`config.mk`:
```
export PLATFORM = sky130hd
export DESIGN_NAME = regfile_wb_arbiter
export DESIGN_NICKNAME = d
export VERILOG_FILES = /design/src/rtl/regfile_pkg.sv /design/src/rtl/wb_fifo.sv /design/src/rtl/regfile_wb_arbiter.sv
export SDC_FILE = /design/constraint.sdc
export NUM_CORES = 1
export LEC_CHECK = 0
export CAP_MARGIN = 20
export CORE_AREA = 2 2 132 134
export DETAILED_ROUTE_END_ITERATION = 6
export DIE_AREA = 0 0 134 136
export PLACE_DENSITY = 0.84
export RECOVER_POWER = 50
export REMOVE_ABC_BUFFERS = 1
export SLEW_MARGIN = 0
export SYNTH_ARGS = -nofsm -noshare
export SYNTH_HDL_FRONTEND = slang
export SYNTH_HIERARCHICAL = 1
export SYNTH_SLANG_ARGS = --single-unit
```
`constraint.sdc`:
```
create_clock -name CLK -period 4.8 [get_ports CLK]
set_clock_uncertainty 0.05 [all_clocks]
set_input_delay 0.48 -clock CLK [delete_from_list [all_inputs] [get_ports CLK]]
set_output_delay 0.48 -clock CLK [all_outputs]
set_load 0.05 [all_outputs]
```
`src/rtl/regfile_pkg.sv`:
```
// Shared types and constants for the register-file writeback path.
package regfile_pkg;

  localparam int unsigned NREG = 32;
  localparam int unsigned AW   = 5;
  localparam int unsigned DW   = 32;

  typedef struct packed {
    logic [AW-1:0] reg_a;
    logic [DW-1:0] data;
  } wb_entry_t;

  localparam logic [AW-1:0] REG_ZERO = '0;

endpackage

```
`src/rtl/wb_fifo.sv`:
```
// Small circular FIFO holding pending long-latency writebacks.
// Push while full and pop while empty are ignored.
module wb_fifo
  import regfile_pkg::*;
#(
  parameter int unsigned DEPTH = 4
) (
  input  logic      clk_i,
  input  logic      rst_ni,
  input  logic      push_i,
  input  wb_entry_t wdata_i,
  input  logic      pop_i,
  output wb_entry_t rdata_o,
  output logic      full_o,
  output logic      empty_o
);

  localparam int unsigned PtrW = $clog2(DEPTH);
  localparam logic [PtrW-1:0] PtrOne = 1;
  localparam logic [PtrW:0]   CntOne = 1;
  localparam logic [PtrW:0]   CntFull = (PtrW + 1)'(DEPTH);

  wb_entry_t       mem_q [DEPTH];
  logic [PtrW-1:0] wptr_q, rptr_q;
  logic [PtrW:0]   cnt_q;
  logic            push_en, pop_en;

  assign full_o  = (cnt_q == CntFull);
  assign empty_o = (cnt_q == '0);
  assign push_en = push_i && !full_o;
  assign pop_en  = pop_i && !empty_o;
  assign rdata_o = mem_q[rptr_q];

  // Pointers wrap naturally since DEPTH is a power of two.
  always_ff @(posedge clk_i or negedge rst_ni) begin
    if (!rst_ni) begin
      wptr_q <= '0;
      rptr_q <= '0;
      cnt_q  <= '0;
    end else begin
      if (push_en) wptr_q <= wptr_q + PtrOne;
      if (pop_en)  rptr_q <= rptr_q + PtrOne;
      if (push_en && !pop_en) begin
        cnt_q <= cnt_q + CntOne;
      end else if (pop_en && !push_en) begin
        cnt_q <= cnt_q - CntOne;
      end
    end
  end

  always_ff @(posedge clk_i) begin
    if (push_en) mem_q[wptr_q] <= wdata_i;
  end

endmodule

```
`src/rtl/regfile_wb_arbiter.sv`:
```
// Register-file write-port arbiter: ALU path (priority) merged with a FIFO-buffered
// long-latency path, plus a busy scoreboard. WB_BYPASS_EN lets B skip an empty FIFO.
module regfile_wb_arbiter #(
  parameter int unsigned DEPTH = 4,
  parameter int unsigned AW    = 5,
  parameter int unsigned DW    = 32
) (
  input  logic          CLK,
  input  logic          RESET_N,
  input  logic          a_valid,
  input  logic [AW-1:0] a_reg,
  input  logic [DW-1:0] a_data,
  input  logic          b_valid,
  output logic          b_ready,
  input  logic [AW-1:0] b_reg,
  input  logic [DW-1:0] b_data,
  input  logic          issue_valid,
  input  logic [AW-1:0] issue_reg,
  input  logic [AW-1:0] RegRead_1,
  input  logic [AW-1:0] RegRead_2,
  output logic          busy_1,
  output logic          busy_2,
  output logic          RegWrite,
  output logic [AW-1:0] w_reg,
  output logic [DW-1:0] w_data
);

  import regfile_pkg::*;

  wb_entry_t       head, sel_entry;
  logic            full, empty, push, pop, bypass, sel_valid;
  logic            clr_valid;
  logic [AW-1:0]   clr_reg;
  logic [NREG-1:0] busy_q, busy_d;
  logic            reg_write_q;
  logic [AW-1:0]   w_reg_q;
  logic [DW-1:0]   w_data_q;

  wb_fifo #(
    .DEPTH (DEPTH)
  ) u_fifo (
    .clk_i   (CLK),
    .rst_ni  (RESET_N),
    .push_i  (push),
    .wdata_i ('{reg_a: b_reg, data: b_data}),
    .pop_i   (pop),
    .rdata_o (head),
    .full_o  (full),
    .empty_o (empty)
  );

  assign b_ready = !full;

  always_comb begin
    bypass = 1'b0;
`ifdef WB_BYPASS_EN
    bypass = !a_valid && empty && b_valid;
`endif
    push      = b_valid && !full && !bypass;
    pop       = !a_valid && !empty;
    sel_valid = 1'b0;
    sel_entry = head;
    clr_valid = pop || bypass;
    clr_reg   = pop ? head.reg_a : b_reg;
    if (a_valid) begin
      sel_valid = 1'b1;
      sel_entry = '{reg_a: a_reg, data: a_data};
    end else if (pop) begin
      sel_valid = 1'b1;
    end else if (bypass) begin
      sel_valid = 1'b1;
      sel_entry = '{reg_a: b_reg, data: b_data};
    end
  end

  // Clear before set so a same-cycle issue of the popped register keeps it busy.
  always_comb begin
    busy_d = busy_q;
    if (clr_valid) busy_d[clr_reg] = 1'b0;
    if (issue_valid && (issue_reg != REG_ZERO)) busy_d[issue_reg] = 1'b1;
    busy_d[0] = 1'b0;
  end

  always_ff @(posedge CLK or negedge RESET_N) begin
    if (!RESET_N) begin
      busy_q      <= '0;
      reg_write_q <= 1'b0;
      w_reg_q     <= '0;
      w_data_q    <= '0;
    end else begin
      busy_q      <= busy_d;
      reg_write_q <= sel_valid && (sel_entry.reg_a != REG_ZERO);
      if (sel_valid) begin
        w_reg_q  <= sel_entry.reg_a;
        w_data_q <= sel_entry.data;
      end
    end
  end

  assign busy_1   = busy_q[RegRead_1];
  assign busy_2   = busy_q[RegRead_2];
  assign RegWrite = reg_write_q;
  assign w_reg    = w_reg_q;
  assign w_data   = w_data_q;

endmodule

```
# Word level (Yosys, flattened, before mapping)
# Memories as Yosys holds them, arrays and structs flattened.
# Index checks and enable logic that the tools add are counted.
# totals
reg_bits	76
ramBits	148
inputBits	94
memories	1
# classes
add_sub_neg	4
n_lt_le_gt_ge	6
n_eq_ne	1
muxes	18
bitwise	3
n_reduce_logical	19
# memory_table
name	words	width	read_ports	rd_clocked_by_memory_dff	write_ports	line_no	text
u_fifo.mem_q	4	37	1	0	1	wb_fifo.sv:23	wb_entry_t mem_q [DEPTH];
# op_table
op	count
$mux W32	2
$mux W37	1
$and A32 B32 Y32	1
$not A32 Y32	1
$or A32 B32 Y32	1
$lt A5 B6 Y1 const B	4
$bmux W1 S5	2
$demux W1 S5	2
$ge A5 B1 Y1 const B	2
$logic_and A1 B1 Y1	10
$reduce_bool A5 Y1	2
$mux W1	8
$mux W3	2
$logic_not A1 Y1	5
$mux W5	1
$add A2 B1 Y2 const B	2
$add A3 B1 Y3 const B	1
$eq A3 B3 Y1 const B	1
$logic_not A3 Y1	1
$sub A3 B1 Y3 const B	1
$reduce_bool A2 Y1	1

# Longest topological paths before layout
# Gate-level depths: netlist of run 1.
# logic_depth
ltp_word	13
ltp_mapped	12

# By module
# The synthesis of run 1 kept the hierarchy.
# by_module_without_submodules
mod	n_inst	cells_each	area_each_um2
wb_fifo	1	229	5749.3
regfile_wb_arbiter	1	381	3920.0

# Worst setup path after synthesis of run 1
# Ideal clock, no wire load.
# synth_path
path_kind	reg-to-reg
startpoint	register u_fifo.cnt_q[0]
endpoint	register u_fifo.cnt_q[2]
setup_ps	79
arrival_ps	2278
required_ps	4671
slack_ps	2393
stages_incl_launch_ff	13
cell_sequence	dfrtp_1 or3_1 inv_1 or2_1 buf_6 clkinv_8 nand2_1 ha_1 inv_1 fa_1 xor2_1 nor2_1 xor2_1
# synth_via
elab_chain_cells	7
# synth_rtl
element	line_no	text
start: declaration	wb_fifo.sv:25	logic [PtrW:0] cnt_q;
start signal: assignment	wb_fifo.sv:44	cnt_q <= cnt_q + CntOne;
start signal: assignment	wb_fifo.sv:46	cnt_q <= cnt_q - CntOne;
$logic_not A3 Y1 (*)	wb_fifo.sv:29	assign empty_o = (cnt_q == '0);
named net empty	regfile_wb_arbiter.sv:31	logic full, empty, push, pop, bypass, sel_valid;
$logic_not A1 Y1 (*)	regfile_wb_arbiter.sv:60	pop = !a_valid && !empty;
$logic_and A1 B1 Y1 (*)	regfile_wb_arbiter.sv:60	
named net clr_valid	regfile_wb_arbiter.sv:32	logic clr_valid;
$logic_and A1 B1 Y1 (*)	wb_fifo.sv:31	assign pop_en = pop_i && !empty_o;
$logic_not A1 Y1	wb_fifo.sv:43	if (push_en && !pop_en) begin
$logic_and A1 B1 Y1	wb_fifo.sv:43	
$mux W3 / $reduce_bool A2 Y1 (equally long branches)	--	
# Mark *: on every way through the listed nets, which the timed path passes. The rest lies on a longest branch. The select of a mux whose other input is x is not followed.
# A chain may end at the register's enable or synchronous reset.

# Worst setup path after layout of run 1
# Same ends and word-level chain as after synthesis.

==> run summary, run 1 <==
The run finished, with violations left. The checks that failed: max-capacitance violations, max-slew violations. The post-detailed-route wirelength per cell was 21.9 µm. The leakage power was 4.22 nW; the depth of the most critical reg-to-reg path was 11. For this design, the CTS-stage hold fixing added 0 buffers. In the synthesized netlist the dominant register cell turns out to be edfxtp_1. The critical path in this run is classified as reg -> reg. Synthesis inferred 224 register bits.

Number of hold violations in the final report: 0. Count of final max-slew check failures: 77. The tree built by TritonCTS fans out to 224 sinks. The fraction of final layout cells sized beyond drive strength 1 was 0.135.

The total placed instance area was 11100 µm²; the DRC marker count from the first detailed-route iteration was 706. The tools report the number of setup buffers added after CTS as 0. Counting every instance in the synthesized netlist gives 610.

For the post-layout net count, the log shows 839. For the worst-skew pair, the clock arrives at the later sink with an insertion delay of 0.50 ns. The biggest area contributor in the post-synthesis netlist is edfxtp_1. The remaining antenna violation count is 0.

The clock transition at the register clock pins on the worst setup and hold paths after CTS came out at 0.07 ns. The area growth from synthesis to layout is 22.3%. The slew at the pin closest to its max-slew limit came out at 1.96 ns. The final-layout setup total negative slack was 0 ns; the largest net degree at the start of global routing was 85. In this run the worst setup path begins at u_fifo/cnt_q[0]. The logs give 1 for the number of violations of the max-capacitance limit and 13600 µm for the HPWL reported at the end of detailed placement.

Overall die width: 134 µm. The number of flip-flops in the largest register was 148. In this run the deepest clock path goes through 3 buffers. At the worst endpoint, the required time is 5.17 ns. The number of clock buffers inserted by TritonCTS came out at 22. The post-CTS resize count was 0. In this design, the critical path's most frequently occurring cell is xor2_1. The finished cells cover 11800 µm². Power spread over the standard cell area amounts to 615 nW/µm².

The vias per cell was 6.10. The initial core utilization is 0.573. Among all cell types in the netlist, the one instantiated most often is edfxtp_1. By area the synthesized netlist is led by edfxtp_1, dfrtp_1, mux4_2, mux2i_1, o21ai_0. The first global-routing pass estimated 33700 µm of wire. For this run, design rule violations remaining after detail routing come to 0.

The mean instance size in the synthesized netlist was 15.9 µm². At the end of routability-driven placement, the weighted congestion stood at 1.00. The total I/O pin count was 135. The run gives 18200 µm² as the die area. The tools report the worst slew margin relative to its limit as -0.307. The mapped netlist covers 9670 µm². Period utilization: 0.726. For this run, the top clock speed supported by timing is 287 MHz. For this run, the number of Yosys warnings is 6. The overall power consumption was 7.27 mW. The logs give 6009 for the count of vias placed by the detailed router and 0.240 for the aggregate global-route resource usage. Yosys mapped a number of flops with a built-in enable equal to 148. Setup repair after global routing left no endpoint under its margin. The critical path capture point type is a flip-flop. The worst path arrival time is 3.86 ns, and the number of global-route vias before repair is 6335.

The startpoint identified for the worst register-to-register timing path is u_fifo/cnt_q[0]. The tools report the number of cell rows as 48. Area fraction of the dominant cell type after synthesis: 0.460.

TritonCTS built the clock tree. The class of the tightest hold or removal check was in -> async. Setup violations remaining at the end of the flow were counted as 0. After synthesis, the netlist uses 47 different library cells.

The count of port buffers added during placement is 134. The commonest cells after synthesis are edfxtp_1, o21ai_0, dfrtp_1. The maximum fanout along the worst path was 7.

On the worst path, the slowest cell contributes a delay of 0.56 ns. The tools report the part of the Yosys area used for sequential elements as 0.656. The die is 136 µm tall. The routed design could run at a clock period as short as 3.49 ns. The tree is rooted in a clkbuf_16. The run gives 484 µV as the maximum VDD drop. The async set-or-reset flop fraction in the synthesized netlist is 0.339. The pre-antenna-repair detailed-routing pass consisted of 5 iterations. The slowest stage of the critical path is the clkinvlp_2 cell.

The logs give 0 for the remaining global-route overflow and 21600 µm for the wire length after detailed routing. Most flop-heavy register: u_fifo/mem_q. The run gives 1 as the level count of the clock H-tree. Number of antenna violations at the first check in global routing: 7. STA classifies the critical path startpoint as a flip-flop. Walking the worst path, the cells encountered are or3_1 -> inv_2 -> or2_0 -> clkinvlp_2 -> nand2_1 -> ha_1 -> inv_1 -> fa_1 -> xor2_1 -> nor2_1 -> xor2_1.

Placeable core region: 16900 µm².
[placed cells by master (no fill, tap or decap), types with 5 or more instances in the layout]
cell type and n:
o31ai_1 19, a21oi_1 6, diode_2 5, clkdlybuf4s50_1 79, nor2b_1 7, ha_1 5, o21ai_1 6, dlygate4sd3_1 53
mux4_2 41, nand2_1 44, nand2b_1 6, nor2_1 11, nand3_1 14, clkbuf_16 23, dfrtp_1 74, o21ai_0 77
edfxtp_1 148, inv_1 9, mux2i_1 55
[power breakdown]
group	switching (mW)	internal (mW)	leakage, nW
clock	0.714	1.04	0.366
sequential	0.396	2.63	2.26
combinational	1.44	1.04	1.59
total	2.55	4.72	4.22
[worst paths after layout]
path,endpoint,slack [ns]
max in group asynchronous,u_fifo/rptr_q[1],2.92
min in group CLK,u_fifo/cnt_q[2],0.44
worst min-delay path,w_data[22],0.44
worst min register to register,u_fifo/cnt_q[2],0.44
worst max-delay path,u_fifo/cnt_q[2],1.31
worst max register to register,u_fifo/cnt_q[2],1.31
[kinds of logic (layout without fill, tap and decap cells)]
group | Yosys count | in the layout | synth area share
mux | 100 | 100 | 0.160
xor+xnor | 6 | 6 | 0.00543
buf+inv | 43 | 188 | 0.0298
other cells | 0 | 5 | 0
compound gates | 128 | 128 | 0.0795
fa+ha+maj | 6 | 6 | 0.00854
flops | 224 | 224 | 0.656
simple gates | 103 | 103 | 0.0603
[metrics by stage]
stage	cells	setup slack [ns]	util	hold slack [ns]
2_1_floorplan	578	0.846	-	0.134
3_3_place_gp	940	1.49	0.657	0.413
3_5_place_dp	940	1.40	0.657	0.436
4_1_cts	980	1.39	0.701	0.127
5_1_grt	984	1.09	0.700	0.467
6_report	985	1.31	0.701	0.440
[final cells by class]
| type | instances | area, µm² |
|---|---|---|
| multi-input cells | 343 | 3040 |
| clock inverters | 12 | 115 |
| fillers | 1017 | 5050 |
| clock buffers | 28 | 634 |
| inverters | 11 | 42.5 |
| repair buffers | 137 | 1350 |
| diodes | 5 | 12.5 |
| flip-flops and latches | 224 | 6350 |
| well taps | 225 | 282 |
[critical path: cells and delay by family (launching register included)]
family,cells,cell delay [ns]
XOR/XNOR,2,0.30
adder cells (fa/ha/maj),2,0.59
buffers and inverters,3,0.71
flip-flops,1,0.44
AND/OR/NAND/NOR,4,1.30
[routing by layer]
metal | vias to the layer above | part of all wire | GRT usage
met2 | 307 | 0.52 | 0.424
met4 | 4 | 0.023 | 0.0780
li1 | 2633 | - | -
met5 | - | 0.0014 | 0
met1 | 3016 | 0.38 | 0.296
met3 | 49 | 0.075 | 0.0526
No activity file was read; power rests on OpenSTA's default activity.
==> inputs of run 2 (changes only) <==
--- a/config.mk
+++ b/config.mk
@@ -6,10 +6,10 @@
 export NUM_CORES = 1
 export LEC_CHECK = 0
 export CAP_MARGIN = 20
-export CORE_AREA = 2 2 132 134
+export CORE_AREA = 2 2 136 138
 export DETAILED_ROUTE_END_ITERATION = 6
-export DIE_AREA = 0 0 134 136
-export PLACE_DENSITY = 0.84
+export DIE_AREA = 0 0 138 140
+export PLACE_DENSITY = 0.79
 export RECOVER_POWER = 50
 export REMOVE_ABC_BUFFERS = 1
 export SLEW_MARGIN = 0
==> constraint.sdc (replaced) <==
create_clock -name CLK -period 3.4 [get_ports CLK]
set_clock_uncertainty 0.05 [all_clocks]
set_input_delay 0.34 -clock CLK [delete_from_list [all_inputs] [get_ports CLK]]
set_output_delay 0.34 -clock CLK [all_outputs]
set_load 0.05 [all_outputs]
==> run 2 against run 1 <==
Compared with the run above:
- the flow finishes with violations (design-rule violations, max-capacitance violations, max-slew violations)
- sequential share of layout area down 0.49 points
- core utilization decreased by 2.9 points
- wire length up 2.2%
- combinational power up 47%
- worst hold slack lost 0.092 ns
- register-to-register slack worse by 0.79 ns
- cell area increased by 0.92%
- critical endpoint is now busy_1
==> run summary, run 2 (synthesis results as in run 1) <==
The aggregate global-route resource usage is 0.230 (was 0.240). The required time of the critical path was 3.01 ns (was 5.17 ns). Most common library cell in the layout ignoring fill and taps: edfxtp_1 (unchanged).

The logs give 0.311 ns (was 1.31 ns) for the post-route worst setup slack and 2.70 ns (was 3.86 ns) for the worst path arrival time. The overall die width works out to 138 µm (was 134 µm). Final-layout setup total negative slack: 0 ns (unchanged). The first-pass iteration count of the detailed router came out at 7 (was 5). Most frequent cells in the layout: edfxtp_1, clkdlybuf4s50_1, o21ai_0 (unchanged). The critical path class was in -> out (was reg -> reg). The overall power consumption came out at 10.3 mW (was 7.27 mW). The run finished, with violations left. Fraction of final layout cells sized beyond drive strength 1: 0.141 (was 0.135). The period utilization is 0.909. TritonCTS built the clock tree.

The multi-input combinational cell area came out at 3040 µm² (unchanged). Failing checks: design-rule violations, max-capacitance violations, max-slew violations (was max-capacitance violations, max-slew violations). The post-layout net count is 852 (was 839), and the CTS sink count is 224 (unchanged). The HPWL reported at the end of detailed placement is 14700 µm (was 13600 µm), and the number of clock buffers inserted by TritonCTS is 22 (unchanged).

The maximum fanout along the worst path is 10 (was 7), and the number of flip-flops in the largest register is 148 (unchanged). The tools report the worst-case setup slack after placement as 0.327 ns (was 1.40 ns). The class of the tightest hold or removal check is in -> reg (was in -> async).

The post-detailed-route wirelength per cell was 22.1 µm (was 21.9 µm). The routability-driven placement congestion ratio came out at 0.938 (was 1.00). The tools report the worst setup slack for register-to-register paths as 0.52 ns (was 1.31 ns). The logs give 64 (was 77) for the count of final max-slew check failures and 1 (unchanged) for the number of violations of the max-capacitance limit. The startpoint type of the worst setup path is an input port (was a flip-flop). The count of port buffers added during placement is 134 (unchanged), and the worst slew margin relative to its limit is -0.101 (was -0.307). The hold path depth is 3, and the largest net degree at the start of global routing is 85 (unchanged). The tools report the total placed instance area as 11200 µm² (was 11100 µm²). The most flop-heavy register is u_fifo/mem_q (unchanged). The area overhead of the layout relative to synthesis is 23.4% (was 22.3%), and the height of the die is 140 µm (was 136 µm).

Depth of the most critical reg-to-reg path: 11 (unchanged). The clock tree root buffer cell was clkbuf_16 (unchanged). The remaining antenna violation count came out at 0 (unchanged). The final non-filler cell area came out at 11900 µm² (was 11800 µm²). The number of antenna violations at the first check in global routing is 6 (was 7), and the post-route DRC violation count is 2 (was 0). For the number of hold violations in the final report, the log shows 0 (unchanged). The total I/O pin count is 135 (unchanged). The run gives 17800 µm² (was 16900 µm²) as the placeable core region.

For the maximum VDD drop, the log shows 586 µV (was 484 µV). The remaining global-route overflow is 0 (unchanged). The final period demand of the worst path is 3.09 ns. Leakage power: 4.29 nW (was 4.22 nW). The count of vias placed by the detailed router was 6018 (was 6009). The total of fill cells in the finished design is 1168 (was 1017). Derived from the worst setup path, the maximum achievable clock frequency is 324 MHz. The run gives 0.348 ns (was 0.440 ns) as the minimum hold slack.

The level count of the clock H-tree was 1 (unchanged); the initial core utilization was 0.544 (was 0.573). The wire length of the first global-routing pass was 34900 µm (was 33700 µm). The logs give 0 (unchanged) for the number of setup violations in the final report and 19300 µm² (was 18200 µm²) for the die area. The critical path capture point type is an output port (was a flip-flop). The clock insertion delay at the later pin of the skew report is 0.50 ns (about the same), and the post-CTS resize count is 0 (unchanged). The run gives 0 (unchanged) as the number of setup buffers added after CTS. The slew at the pin closest to its max-slew limit was 1.65 ns (was 1.96 ns); the DRC marker count from the first detailed-route iteration was 507 (was 706).

The sequential cell area in the final layout is 6350 µm² (unchanged), and the clock transition at the register clock pins on the worst setup and hold paths after CTS is 0.06 ns (was 0.07 ns). The number of cell rows was 49 (was 48); the power density over the cells was 866 nW/µm² (was 615 nW/µm²). The number of global-route vias before repair is 6290 (was 6335), and the wire length after detailed routing is 22000 µm (was 21600 µm).

The tools report the deepest clock path buffer count as 3 (unchanged). Setup repair after global routing left no endpoint under its margin. The vias per cell is 6.02 (was 6.10).
-- run 2: changes by cell type in the layout (fill, tap and decap cells not counted), moves of 2 or more --
cell        delta
clkinv_1       -2
clkbuf_1       +7
buf_4         +10
clkinvlp_4     -2
clkbuf_8       -2
diode_2        -2
-- run 2: what timing repair did --
action / in CTS / in global routing
endpoints found under the setup margin: 0 / 0
endpoints found under the hold margin: 0 / 17
hold buffers: 0 / 1
-- run 2: area by class of cell --
type / instances / share of cell area
inverters: 11 / 0.00451
repair buffers: 150 / 0.123
flip-flops and latches: 224 / 0.532
diodes: 3 / 0.000629
multi-input cells: 343 / 0.254
clock buffers: 32 / 0.0527
well taps: 229 / 0.0240
clock inverters: 7 / 0.00912
-- run 2: final timing paths --
check                                     start               to
worst max-delay path               RegRead_1[1]           busy_1
worst min-delay path                 a_data[19]       w_data[19]
worst max register to register  u_fifo/cnt_q[0]  u_fifo/cnt_q[2]
worst min register to register  u_fifo/cnt_q[2]  u_fifo/cnt_q[2]
max in group asynchronous               RESET_N        w_data[2]
min in group asynchronous               RESET_N         RegWrite
-- run 2: metrics by stage --
| stage | util | std cells |
|---|---|---|
| 6_report | 0.671 | 999 |
| 5_1_grt | 0.671 | 999 |
| 4_1_cts | 0.670 | 994 |
| 3_5_place_dp | 0.629 | 955 |
| 3_3_place_gp | 0.629 | 955 |
| 2_1_floorplan | - | 578 |
-- run 2: power by group --
part | internal [mW] | switching (mW)
registers | 3.71 | 0.511
clock network | 1.51 | 0.961
logic | 1.53 | 2.12
total | 6.74 | 3.59
-- run 2: per-layer routing --
layer	routed length [µm]	vias up	GRT usage	share of wire
met4	590	6	0.0730	0.027
met2	11600	226	0.407	0.52
met5	40	-	0	0.0018
met3	1300	56	0.0458	0.059
li1	-	2656	-	-
met1	8560	3074	0.287	0.39
-- run 2: critical path: stages --
cell             delay (ns)
clkdlybuf4s50_1        0.70
mux4_1                 0.60
o2111ai_1              0.22
nand4_1                0.11
clkdlybuf4s50_1        0.72
